[src/rtl/i2s_rx_frame_capture.sv]
// Multi-lane I2S (Philips timing) receiver that assembles left/right word pairs
// into frames and hands them out through a valid/ready register with overrun counting.
module i2s_rx_frame_capture #(
  parameter int DATA_W = 16,
  parameter int LANES  = 3
) (
  input  logic                    clk,
  input  logic                    rst,
  input  logic                    en,
  input  logic                    sck,
  input  logic                    ws,
  input  logic [LANES-1:0]        sd,
  output logic [LANES*DATA_W-1:0] frame_left,
  output logic [LANES*DATA_W-1:0] frame_right,
  output logic                    frame_valid,
  input  logic                    frame_ready,
  output logic                    overrun,
  output logic [7:0]              overrun_cnt
);

  localparam int CNT_W = $clog2(DATA_W + 1);

  typedef enum logic [1:0] {HUNT, LEFT, RIGHT} state_t;
  typedef logic [LANES-1:0][DATA_W-1:0] words_t;

  logic             sck_s1_q, sck_s2_q, sck_s3_q, sck_s1_d, sck_s2_d, sck_s3_d;
  logic             ws_s1_q, ws_s2_q, ws_s1_d, ws_s2_d;
  logic [LANES-1:0] sd_s1_q, sd_s2_q, sd_s1_d, sd_s2_d;
  logic             ws_q, ws_d;
  logic [CNT_W-1:0] bit_cnt_q, bit_cnt_d;
  words_t           shift_q, shift_d, shift_ins;
  words_t           hold_q, hold_d;
  words_t           frame_left_q, frame_left_d, frame_right_q, frame_right_d;
  logic             frame_valid_q, frame_valid_d;
  logic             overrun_q, overrun_d;
  logic [7:0]       overrun_cnt_q, overrun_cnt_d;
  state_t           state_q, state_d;
  logic             sck_rise, ws_edge, latch_left, frame_done, load;

  // Synchronizers, sck edge detect and per-lane slot shifting
  always_comb begin
    sck_s1_d = sck;
    sck_s2_d = sck_s1_q;
    sck_s3_d = sck_s2_q;
    ws_s1_d  = ws;
    ws_s2_d  = ws_s1_q;
    sd_s1_d  = sd;
    sd_s2_d  = sd_s1_q;
    sck_rise = sck_s2_q & ~sck_s3_q;
    ws_edge  = sck_rise & (ws_s2_q != ws_q);
    ws_d     = sck_rise ? ws_s2_q : ws_q;
    // The bit sampled now lands at DATA_W-1-count; once the count saturates it is dropped.
    shift_ins = shift_q;
    for (int l = 0; l < LANES; l++) begin
      for (int b = 0; b < DATA_W; b++) begin
        if (bit_cnt_q == CNT_W'(DATA_W - 1 - b)) shift_ins[l][b] = sd_s2_q[l];
      end
    end
    shift_d   = shift_q;
    bit_cnt_d = bit_cnt_q;
    if (!en || ws_edge) begin
      shift_d   = '0;
      bit_cnt_d = '0;
    end else if (sck_rise) begin
      shift_d = shift_ins;
      if (bit_cnt_q != CNT_W'(DATA_W)) bit_cnt_d = bit_cnt_q + CNT_W'(1);
    end
  end

  // Slot FSM: the word completing at a ws_edge belongs to the state being left
  always_comb begin
    state_d    = state_q;
    latch_left = 1'b0;
    frame_done = 1'b0;
    if (!en) begin
      state_d = HUNT;
    end else if (ws_edge) begin
      case (state_q)
        HUNT:    if (!ws_s2_q) state_d = LEFT;
        LEFT: begin
          state_d    = RIGHT;
          latch_left = 1'b1;
        end
        RIGHT: begin
          state_d    = LEFT;
          frame_done = 1'b1;
        end
        default: state_d = HUNT;
      endcase
    end
  end

  // Output register with valid/ready handshake and saturating drop counter
  always_comb begin
    hold_d        = latch_left ? shift_ins : hold_q;
    load          = frame_done & (~frame_valid_q | frame_ready);
    frame_left_d  = frame_left_q;
    frame_right_d = frame_right_q;
    frame_valid_d = frame_valid_q;
    overrun_d     = 1'b0;
    overrun_cnt_d = overrun_cnt_q;
    if (load) begin
      frame_left_d  = hold_q;
      frame_right_d = shift_ins;
      frame_valid_d = 1'b1;
    end else if (frame_valid_q && frame_ready) begin
      frame_valid_d = 1'b0;
    end
    if (frame_done && !load) begin
      overrun_d = 1'b1;
      if (overrun_cnt_q != 8'hFF) overrun_cnt_d = overrun_cnt_q + 8'd1;
    end
  end

  always_ff @(posedge clk or posedge rst) begin
    if (rst) begin
      sck_s1_q      <= 1'b0;
      sck_s2_q      <= 1'b0;
      sck_s3_q      <= 1'b0;
      ws_s1_q       <= 1'b0;
      ws_s2_q       <= 1'b0;
      sd_s1_q       <= '0;
      sd_s2_q       <= '0;
      ws_q          <= 1'b0;
      bit_cnt_q     <= '0;
      shift_q       <= '0;
      hold_q        <= '0;
      frame_left_q  <= '0;
      frame_right_q <= '0;
      frame_valid_q <= 1'b0;
      overrun_q     <= 1'b0;
      overrun_cnt_q <= '0;
      state_q       <= HUNT;
    end else begin
      sck_s1_q      <= sck_s1_d;
      sck_s2_q      <= sck_s2_d;
      sck_s3_q      <= sck_s3_d;
      ws_s1_q       <= ws_s1_d;
      ws_s2_q       <= ws_s2_d;
      sd_s1_q       <= sd_s1_d;
      sd_s2_q       <= sd_s2_d;
      ws_q          <= ws_d;
      bit_cnt_q     <= bit_cnt_d;
      shift_q       <= shift_d;
      hold_q        <= hold_d;
      frame_left_q  <= frame_left_d;
      frame_right_q <= frame_right_d;
      frame_valid_q <= frame_valid_d;
      overrun_q     <= overrun_d;
      overrun_cnt_q <= overrun_cnt_d;
      state_q       <= state_d;
    end
  end

  assign frame_left  = frame_left_q;
  assign frame_right = frame_right_q;
  assign frame_valid = frame_valid_q;
  assign overrun     = overrun_q;
  assign overrun_cnt = overrun_cnt_q;

endmodule

[config.mk]
export PLATFORM = sky130hd
export DESIGN_NAME = i2s_rx_frame_capture
export DESIGN_NICKNAME = d
export VERILOG_FILES = /design/src/rtl/i2s_rx_frame_capture.sv
export SDC_FILE = /design/constraint.sdc
export NUM_CORES = 1
export LEC_CHECK = 0
export ABC_CLOCK_PERIOD_IN_PS = 10610
export BUFFER_PORTS_ARGS = -buffer_cell sky130_fd_sc_hd__buf_2
export CORE_ASPECT_RATIO = 1.5
export CORE_MARGIN = 3
export CORE_UTILIZATION = 45
export CTS_CLUSTER_SIZE = 16
export DETAILED_ROUTE_END_ITERATION = 7
export PLACE_DENSITY = 0.77
export SLEW_MARGIN = 15
export SYNTH_ARGS = -nofsm -noshare
export SYNTH_HDL_FRONTEND = slang
export SYNTH_SLANG_ARGS = --single-unit
[constraint.sdc]
create_clock -name clk -period 10.61 [get_ports clk]
set_input_delay 2.6525 -clock clk [delete_from_list [all_inputs] [get_ports clk]]
set_output_delay 2.6525 -clock clk [all_outputs]
set_load 0.05 [all_outputs]
==> impl_metrics.yaml, run 1 <==
place:
  gp_congestion: 0.800
  hpwl_mm: 12.3
  io_buffers: 114
synthesis:
  yosysWarnings: 0
  ys.flop_type: "dfrtp_1"
  synth-compound-area-share_pct: 9.45
  synthTopCellsByArea: "dfrtp_1 (63%), mux2_2 (6.6%), mux2i_1 (5.5%)"
  syn_area_per_cell_sq_um: 11.7
  seq_area_frac_synth_pct: 63.2
  synth_fp_nets: 761
  synth_edf_count: 0
  synth_top_family_by_area: "multiplexers"
  netlist_area_sq_mm: 0.00875
  syn_inst: 746
  ys_ff_latch: 221
  synth-async-reset-ratio_pct: 100
  synthMuxAreaShare_pct: 12.3
  synthAdderAreaFrac_pct: 0.858
  yosysTopAreaCell: "dfrtp_1"
  synthXorXnorAreaFrac_pct: 0.872
  synth-simple-area-share_pct: 10.7
  synth_cell_types: 45
  synthDominantCellAreaShare_pct: 63.2
critical_path:
  criticalPathCategory: "input port to register"
  crit_fanout: 85
  crit_start: "en"
  arrival_ns: 4.83
  cp.required_ns: 10.99
  worst_r2r_startpoint: "ws_s2_q"
  crit_path_start_kind: "input port"
  crit_path_end_kind: "register"
  rrSetupSlack_ns: 7.85
die:
  die_y_um: 177
  num_io_pins: 115
  die-area_sq_mm: 0.0212
  fp.dieW_um: 120
  rows: 61
  start_util_pct: 46.4
  coreArea_sq_mm: 0.0189
timing:
  tightestPinTransition_ns: 0.975
  rsz0062_at_grt: "no"
  setup_viol: 0
  period_share_pct: 42.0
  relSlewSlack_pct: 34.8
  fin_crit_ns: 4.46
  fmaxAchievable_mhz: 224
  hold_viol: 0
  tns_ns: 0
  clock_skew_ns: 0.0140
  maxSlewViolCount: 0
routing:
  routed_wl_mm: 18.8
  drc: 0
  avgViaCountPerCell: 5.19
  drt-pass1-iter-count: 4
  drt_iter0_drc: 449
  via_count: 5726
  wire_per_inst_um: 17.0
  ant_nets: 0
flow_run:
  drv_cap: 0
power:
  pwr-share-seq_pct: 51.1
  p_switching_w: 0.000394
  p_leak_nw: 5.10
  powerDensity_mw_per_mm2: 173
  p_int_w: 0.00138
  report.power.total_w: 0.00177
  peakVddDrop_mv: 0.136
  p_sw_share_pct: 22.3
  p_clk_share_pct: 44.3
  p_comb_share_pct: 4.6
grt:
  grt_overflow_total: 0
  antenna_found_initial: 0
  grt_max_degree: 143
  grt_pass1_wl_mm: 30.4
  grt_util_all_layers_pct: 17.8
  grt_pass1_vias: 5649
clock_network:
  cts_sinks: 221
  postCtsSetupBuffers: 0
  hold_buffers: 0
  cts.path.max_buffers: 3
  post_cts_resized: 0
  insertion_delay_ns: 0.50
  cts_tree: "built"
  cts.root.buffer_cell: "clkbuf_16"
  cts_buffers: 21
  path_clk_slew_ns: 0.06
  h-tree-depth: 1
final_layout:
  drive_gt1_share_pct: 25.6
  nets: 853
  area_growth_syn_to_layout_pct: 16.8
  utilization_pct: 54.2
  antenna_cells: 0
run_status:
  status: "finished, final reports clean"
hold_path:
  hold_path.startpoint: "sd_s1_q[2]"
  hold_path_class: "register to register"
critical path, cell delays in order:
cell,delay [ns]
buf_2,0.11
and3b_1,0.26
nand4_4,0.66
buf_4,0.67
mux2_1,0.41
logic make-up after synthesis:
family | after synthesis
XOR/XNOR | 7
flip-flops | 221
adder cells (fa/ha/maj) | 6
buffers and inverters | 57
multiplexers | 101
AO/OA/AOI/OAI | 156
AND/OR/NAND/NOR | 198
metal layers:
metal | global-route usage, % | part of all wire (%) | wire length [um]
met4 | 5.06 | 2.4 | 450
met1 | 22.9 | 40 | 7540
met5 | 0 | 0 | 0
met3 | 2.56 | 4.8 | 896
met2 | 31.5 | 53 | 9880
flip-flops by register name, summed over array words and instances (netlist names):
| name | cells |
|---|---|
| sck_s1_q | 1 |
| frame_left | 48 |
| shift_q | 48 |
| sck_s2_q | 1 |
| frame_valid | 1 |
| sd_s2_q | 3 |
| sd_s1_q | 3 |
| overrun_cnt | 8 |
| sck_s3_q | 1 |
| ws_s1_q | 1 |
| state_q | 2 |
| overrun | 1 |
| ws_s2_q | 1 |
| hold_q | 48 |
| frame_right | 48 |
| ws_q | 1 |
| bit_cnt_q | 5 |
synthesized netlist by cell type (2+ instances only):
cell type and instances:
mux2_1 2, nor2b_1 2, nor3_1 5, nor4b_1 3, nand3_1 7, nor2_1 52, clkbuf_1 30, buf_2 16
a21o_1 2, nor4_1 2, and2_1 2, ha_1 6, a32o_1 3, buf_1 5, a22o_1 2, nor4b_2 5
and4_1 4, o21ai_0 93, mux2_2 51, nand2_1 101, inv_1 5, mux2i_1 48, nand4_1 5, nand2b_1 3
xor2_1 5, dfrtp_1 221, a21oi_1 48
layout make-up:
type / instances / area [sq um]
clock buffers: 28 / 592
clock inverters: 9 / 128
fillers: 1622 / 8630
inverters: 6 / 30.0
multi-input cells: 468 / 3010
flip-flops and latches: 221 / 5530
well taps: 252 / 315
repair buffers: 120 / 616
cell usage in the layout, fill, tap and decap left out, drive strengths merged, types with 9 or more instances in the layout:
cell / synthesis / final
clkbuf: 30 / 28
nor2: 52 / 52
dfrtp: 221 / 221
o21ai: 94 / 94
a21oi: 48 / 48
nor4b: 9 / 9
buf: 21 / 120
nand2: 101 / 101
mux2: 53 / 53
mux2i: 48 / 48
final timing paths:
path	depth (start not counted)	end
max in group asynchronous	3	sd_s2_q[0]
worst max-delay path	5	frame_left[5]
worst max register to register	4	frame_left[5]
min in group asynchronous	2	hold_q[23]
worst min-delay path	0	sd_s2_q[2]
worst min register to register	0	sd_s2_q[2]
stage by stage:
step | area (sq um) | instances | hold slack, ns | setup slack, ns
6_report | 10200 | 1104 | 0.351 | 6.15
5_1_grt | 10200 | 1104 | 0.359 | 5.95
4_1_cts | 10200 | 1104 | 0.353 | 6.12
3_5_place_dp | 9500 | 1067 | 0.335 | 5.60
3_3_place_gp | 9500 | 1067 | 0.334 | 5.64
2_1_floorplan | 8750 | 746 | 0.331 | 1.91
power groups by stage:
stage	sequential, W	combinational [W]	clock [W]
finish	0.000905	0.0000813	0.000784
global route	0.000909	0.0000937	0.000835
CTS	0.000905	0.0000835	0.000802
detailed placement	0.000921	0.0000829	0
global placement	0.000919	0.0000803	0
floorplan	0.000914	0.0000633	0
Note: power is estimated with default switching activity, not from simulation.
==> run 2: changes to the inputs <==
--- a/config.mk
+++ b/config.mk
@@ -5,14 +5,15 @@
 export SDC_FILE = /design/constraint.sdc
 export NUM_CORES = 1
 export LEC_CHECK = 0
-export ABC_CLOCK_PERIOD_IN_PS = 10610
+export ABC_AREA = 1
+export ABC_CLOCK_PERIOD_IN_PS = 4650
 export BUFFER_PORTS_ARGS = -buffer_cell sky130_fd_sc_hd__buf_2
 export CORE_ASPECT_RATIO = 1.5
 export CORE_MARGIN = 3
 export CORE_UTILIZATION = 45
 export CTS_CLUSTER_SIZE = 16
 export DETAILED_ROUTE_END_ITERATION = 7
-export PLACE_DENSITY = 0.77
+export PLACE_DENSITY = 0.76
 export SLEW_MARGIN = 15
 export SYNTH_ARGS = -nofsm -noshare
 export SYNTH_HDL_FRONTEND = slang
==> constraint.sdc (replaced) <==
create_clock -name clk -period 4.65 [get_ports clk]
set_input_delay 1.1625 -clock clk [delete_from_list [all_inputs] [get_ports clk]]
set_output_delay 1.1625 -clock clk [all_outputs]
set_load 0.05 [all_outputs]
==> run 2 against run 1 <==
Design area is 2.8% higher. Sequential power grew 140%. Routed wire length increased by 13%. Critical path depth grew 1. Clock skew fell by 0.0047 ns. Clock power up 110%.
==> impl_metrics.yaml, run 2 <==
die:
  start_util_pct: 46.1
  die_y_um: 181
  coreArea_sq_mm: 0.0199
  fp.dieW_um: 122
  die-area_sq_mm: 0.0221
  num_io_pins: 115
  rows: 63
synthesis:
  ys_ff_latch: 221
  seq_area_frac_synth_pct: 60.4
  synthTopCellsByCount: "nand2_1 (452), dfrtp_1 (221), o21ai_0 (142)"
  synthTopCellsByArea: "dfrtp_1 (60%), nand2_1 (19%), o21ai_0 (7.8%)"
  yosysWarnings: 0
  yosysMostFrequentCell: "nand2_1"
  syn_inst: 1055
  syn_area_per_cell_sq_um: 8.68
  synth_edf_count: 0
  synthDominantCellAreaShare_pct: 60.4
  synth-async-reset-ratio_pct: 100
  synth_fp_nets: 1070
  netlist_area_sq_mm: 0.00915
  yosysTopAreaCell: "dfrtp_1"
  ys.flop_type: "dfrtp_1"
  synth_cell_types: 26
critical_path:
  crit_start: "frame_ready"
  arrival_ns: 3.20
  worst_r2r_startpoint: "frame_valid"
  reg2reg_depth: 6
  cp.required_ns: 4.98
  r2r-end: "frame_left[20]"
  rrSetupSlack_ns: 2.18
  crit_fanout: 119
  crit_path_end_kind: "register"
  crit_path_start_kind: "input port"
  criticalPathCategory: "input port to register"
clock_network:
  insertion_delay_ns: 0.50
  cts.root.buffer_cell: "clkbuf_16"
  cts_tree: "built"
  h-tree-depth: 1
  hold_buffers: 0
  path_clk_slew_ns: 0.06
  postCtsSetupBuffers: 0
  cts_sinks: 221
  cts.path.max_buffers: 3
  post_cts_resized: 0
  cts_buffers: 21
place:
  gp_congestion: 0.859
  place_ws_ns: 1.28
  io_buffers: 114
  dp.cells: 1386
  hpwl_mm: 13.7
run_status:
  status: "finished, final reports clean"
timing:
  fin_crit_ns: 2.87
  relSlewSlack_pct: 26.7
  tightestPinTransition_ns: 1.10
  period_share_pct: 61.6
  fmaxAchievable_mhz: 349
  hold_viol: 0
  setup_viol: 0
  clock_skew_ns: 0.00932
  maxSlewViolCount: 0
  tns_ns: 0
  worst_slack_ns: 1.78
  rsz0062_at_grt: "no"
grt:
  grt_util_all_layers_pct: 19.7
  grt_pass1_wl_mm: 35.4
  grt_pass1_vias: 6950
  grt_max_degree: 174
  antenna_found_initial: 0
  grt_overflow_total: 0
routing:
  wire_per_inst_um: 14.9
  avgViaCountPerCell: 5.06
  ant_nets: 0
  drc: 0
  drt_iter0_drc: 627
  drt-pass1-iter-count: 5
  via_count: 7190
  routed_wl_mm: 21.2
final_layout:
  utilization_pct: 52.9
  antenna_cells: 0
  final_common_cell: "nand2_1"
  area_growth_syn_to_layout_pct: 14.9
  drive_gt1_share_pct: 13.6
  finalNonFillerCells: 1421
  nets: 1164
  final_cell_mix: "nand2_1 (452), dfrtp_1 (221), o21ai_0 (142), buf_2 (114), inv_1 (77)"
hold_path:
  hold_path.startpoint: "sd_s1_q[0]"
  hold_path_class: "register to register"
  holdPathEnd: "sd_s2_q[0]"
  hold_depth: 0
power:
  peakVddDrop_mv: 0.205
  p_leak_nw: 5.70
  powerDensity_mw_per_mm2: 411
flow_run:
  drv_cap: 0
[run 2: kinds of logic (layout without fill, tap and decap cells)]
family	Yosys count	in the layout	share of synthesized area (%)
XOR/XNOR	2	2	0.191
AO/OA/AOI/OAI	152	152	8.39
adder cells (fa/ha/maj)	6	6	0.820
buffers and inverters	129	235	6.29
flip-flops	221	221	60.4
AND/OR/NAND/NOR	545	545	23.9
[run 2: report_power, final]
part,internal (W),switching (W)
sequential,0.00212,0.0000656
clock,0.000952,0.000710
combinational,0.000116,0.000361
[run 2: worst max path at each step]
stage,end,slack (ns)
3_3_place_gp,frame_left[18],1.44
6_report,frame_left[20],1.78
5_1_grt,frame_left[3],1.56
4_1_cts,frame_left[7],1.81
2_1_floorplan,bit_cnt_q[0],0.61
3_5_place_dp,frame_left[42],1.28
[run 2: metal layers]
layer	vias up	GRT usage [%]	share of wire, %
li1	3506	-	-
met1	3414	25.7	41
met2	217	33.0	50
met3	53	2.64	5.4
met4	0	7.71	3.8
met5	-	0	0
[run 2: critical path, cell delays in order]
cell and delay, ns:
buf_2 0.10, nor2_1 0.36, inv_1 0.18, nand2_4 0.25, buf_4 0.86, o21ai_0 0.19
[run 2: cell type report]
class                      instances  area (sq um)
multi-input combinational        705          3060
clock buffer                      31           603
inverter                          79           300
clock inverter                     4          48.8
timing repair buffer             121           648
tap                              260           325
sequential                       221          5530
fill                            1842          9350
[run 2: metrics by stage]
step | power [W] | cell area, sq um | hold WS [ns]
floorplan | 0.00257 | 9160 | 0.331
global placement | 0.00268 | 9860 | 0.331
detailed placement | 0.00270 | 9860 | 0.339
CTS | 0.00436 | 10500 | 0.353
global route | 0.00453 | 10500 | 0.357
finish | 0.00432 | 10500 | 0.349
==> run 3: changes to the inputs <==
--- a/config.mk
+++ b/config.mk
@@ -6,7 +6,7 @@
 export NUM_CORES = 1
 export LEC_CHECK = 0
 export ABC_AREA = 1
-export ABC_CLOCK_PERIOD_IN_PS = 4650
+export ABC_CLOCK_PERIOD_IN_PS = 2700
 export BUFFER_PORTS_ARGS = -buffer_cell sky130_fd_sc_hd__buf_2
 export CORE_ASPECT_RATIO = 1.5
 export CORE_MARGIN = 3
==> constraint.sdc (replaced) <==
create_clock -name clk -period 2.7 [get_ports clk]
set_input_delay 0.675 -clock clk [delete_from_list [all_inputs] [get_ports clk]]
set_output_delay 0.675 -clock clk [all_outputs]
set_load 0.05 [all_outputs]
==> run 3 against run 2 <==
First-iteration DRC count is 1.3% lower. Clock skew is 0.011 ns higher. Critical path depth is 2 higher.
==> impl_metrics.yaml, run 3 (synthesized netlist as in run 2, its figures left out) <==
die:
  coreArea_sq_mm: 0.0199
  die_y_um: 181
  fp.dieW_um: 122
  die-area_sq_mm: 0.0221
  rows: 63
  start_util_pct: 46.1
  num_io_pins: 115
power:
  pwr-share-seq_pct: 49.2
  p_int_w: 0.00566
  report.power.total_w: 0.00764
  p_switching_w: 0.00199
  powerDensity_mw_per_mm2: 713
  p_clk_share_pct: 39.8
  p_sw_share_pct: 26.0
  peakVddDrop_mv: 0.413
  p_leak_nw: 5.78
  p_comb_share_pct: 11.0
timing:
  tightestPinTransition_ns: 0.599
  period_share_pct: 74.8
  hold_slack_ns: 0.247
  rsz0062_at_grt: "no"
  setup_viol: 0
  fin_crit_ns: 2.02
  maxSlewViolCount: 0
  fmaxAchievable_mhz: 495
  hold_viol: 0
  relSlewSlack_pct: 59.8
  clock_skew_ns: 0.0208
  tns_ns: 0
final_layout:
  final_cell_mix: "nand2_1 (452), dfrtp_1 (221), o21ai_0 (142), buf_2 (114), inv_1 (77)"
  drive_gt1_share_pct: 14.6
  nets: 1171
  area_growth_syn_to_layout_pct: 17.0
  final_common_cell: "nand2_1"
  utilization_pct: 53.9
  antenna_cells: 0
critical_path:
  crit_path_end_kind: "register"
  crit_path_start_kind: "register"
  critPathBufInv: 2
  arrival_ns: 2.42
  crit_start: "bit_cnt_q[1]"
  worstPathCellList: "inv_1 -> ha_1 -> inv_1 -> nor2_1 -> nand2_1 -> o21ai_0 -> nand2_1 -> o21ai_0"
  criticalPathCategory: "register to register"
  cp.required_ns: 3.10
  crit_slowest_cell: "o21ai_0"
  cp_slowest_stage_delay_ns: 0.49
  worst_r2r_startpoint: "bit_cnt_q[1]"
  cpLargestDelayFamily: "simple AND/OR/NAND/NOR gates"
  crit_fanout: 6
  rrSetupSlack_ns: 0.68
grt:
  grt_max_degree: 146
  grt_util_all_layers_pct: 19.9
  grt_pass1_vias: 7088
  antenna_found_initial: 0
  grt_overflow_total: 0
  grt_pass1_wl_mm: 35.7
place:
  io_buffers: 114
  hpwl_mm: 14.3
  gp_congestion: 0.845
routing:
  via_count: 7238
  drt_iter0_drc: 619
  avgViaCountPerCell: 5.06
  drc: 0
  drt-pass1-iter-count: 6
  wire_per_inst_um: 15.0
  ant_nets: 0
  routed_wl_mm: 21.5
run_status:
  status: "finished, final reports clean"
clock_network:
  cts.root.buffer_cell: "clkbuf_16"
  cts_sinks: 221
  insertion_delay_ns: 0.50
  cts.path.max_buffers: 3
  postCtsSetupBuffers: 0
  hold_buffers: 0
  path_clk_slew_ns: 0.07
  cts_buffers: 21
  h-tree-depth: 1
  cts_tree: "built"
  post_cts_resized: 0
hold_path:
  hold_path_class: "input port to async pin"
flow_run:
  drv_cap: 0
-- run 3: cell types whose count changed in the layout (fill, tap and decap cells not counted), sizes merged --
cell	delta
buf	+7
bufinv	+1
clkbuf	-1
clkinv	-1
clkinvlp	+3
inv	+1
-- run 3: cell type report --
cell class / instances / area, sq um
timing repair buffer: 128 / 776
tap: 260 / 325
inverter: 79 / 300
multi-input combinational: 705 / 3060
clock inverter: 8 / 105
sequential: 221 / 5530
clock buffer: 30 / 619
fill: 1812 / 9150
-- run 3: worst paths after layout --
check,to,cells past startpoint
max in group asynchronous,shift_q[35],3
hold / removal,hold_q[6],2
setup / recovery,hold_q[22],8
hold reg to reg,sd_s2_q[0],0
min in group clk,sd_s1_q[1],1
setup reg to reg,hold_q[22],8
-- run 3: through the flow --
stage                     setup WS (ns)  cells  instance area [sq um]
after CTS                         0.651   1431                  10700
final                             0.679   1431                  10700
after floorplan                  -0.857   1055                   9160
after detailed placement          0.310   1393                   9990
after global placement            0.332   1393                   9990
after global routing              0.463   1431                  10700
-- run 3: worst reg2reg max path: stages (launching register included) --
cell	delay, ns
dfrtp_1	0.45
inv_1	0.12
ha_1	0.15
inv_1	0.04
nor2_1	0.21
nand2_1	0.30
o21ai_0	0.49
nand2_1	0.08
o21ai_0	0.09
-- run 3: per-layer routing --
layer,vias up,wire (um),global-route usage (%)
met5,-,0,0
met4,0,885,8.65
met3,55,1190,2.89
met2,213,11000,34.3
met1,3440,8390,24.5
li1,3530,-,-
-- run 3: power by group through the flow --
stage,clock network (W),logic (W),registers [W]
2_1_floorplan,0,0.000390,0.00403
3_3_place_gp,0,0.000828,0.00381
3_5_place_dp,0,0.000848,0.00382
4_1_cts,0.00309,0.000855,0.00376
5_1_grt,0.00323,0.000953,0.00380
6_report,0.00304,0.000840,0.00376
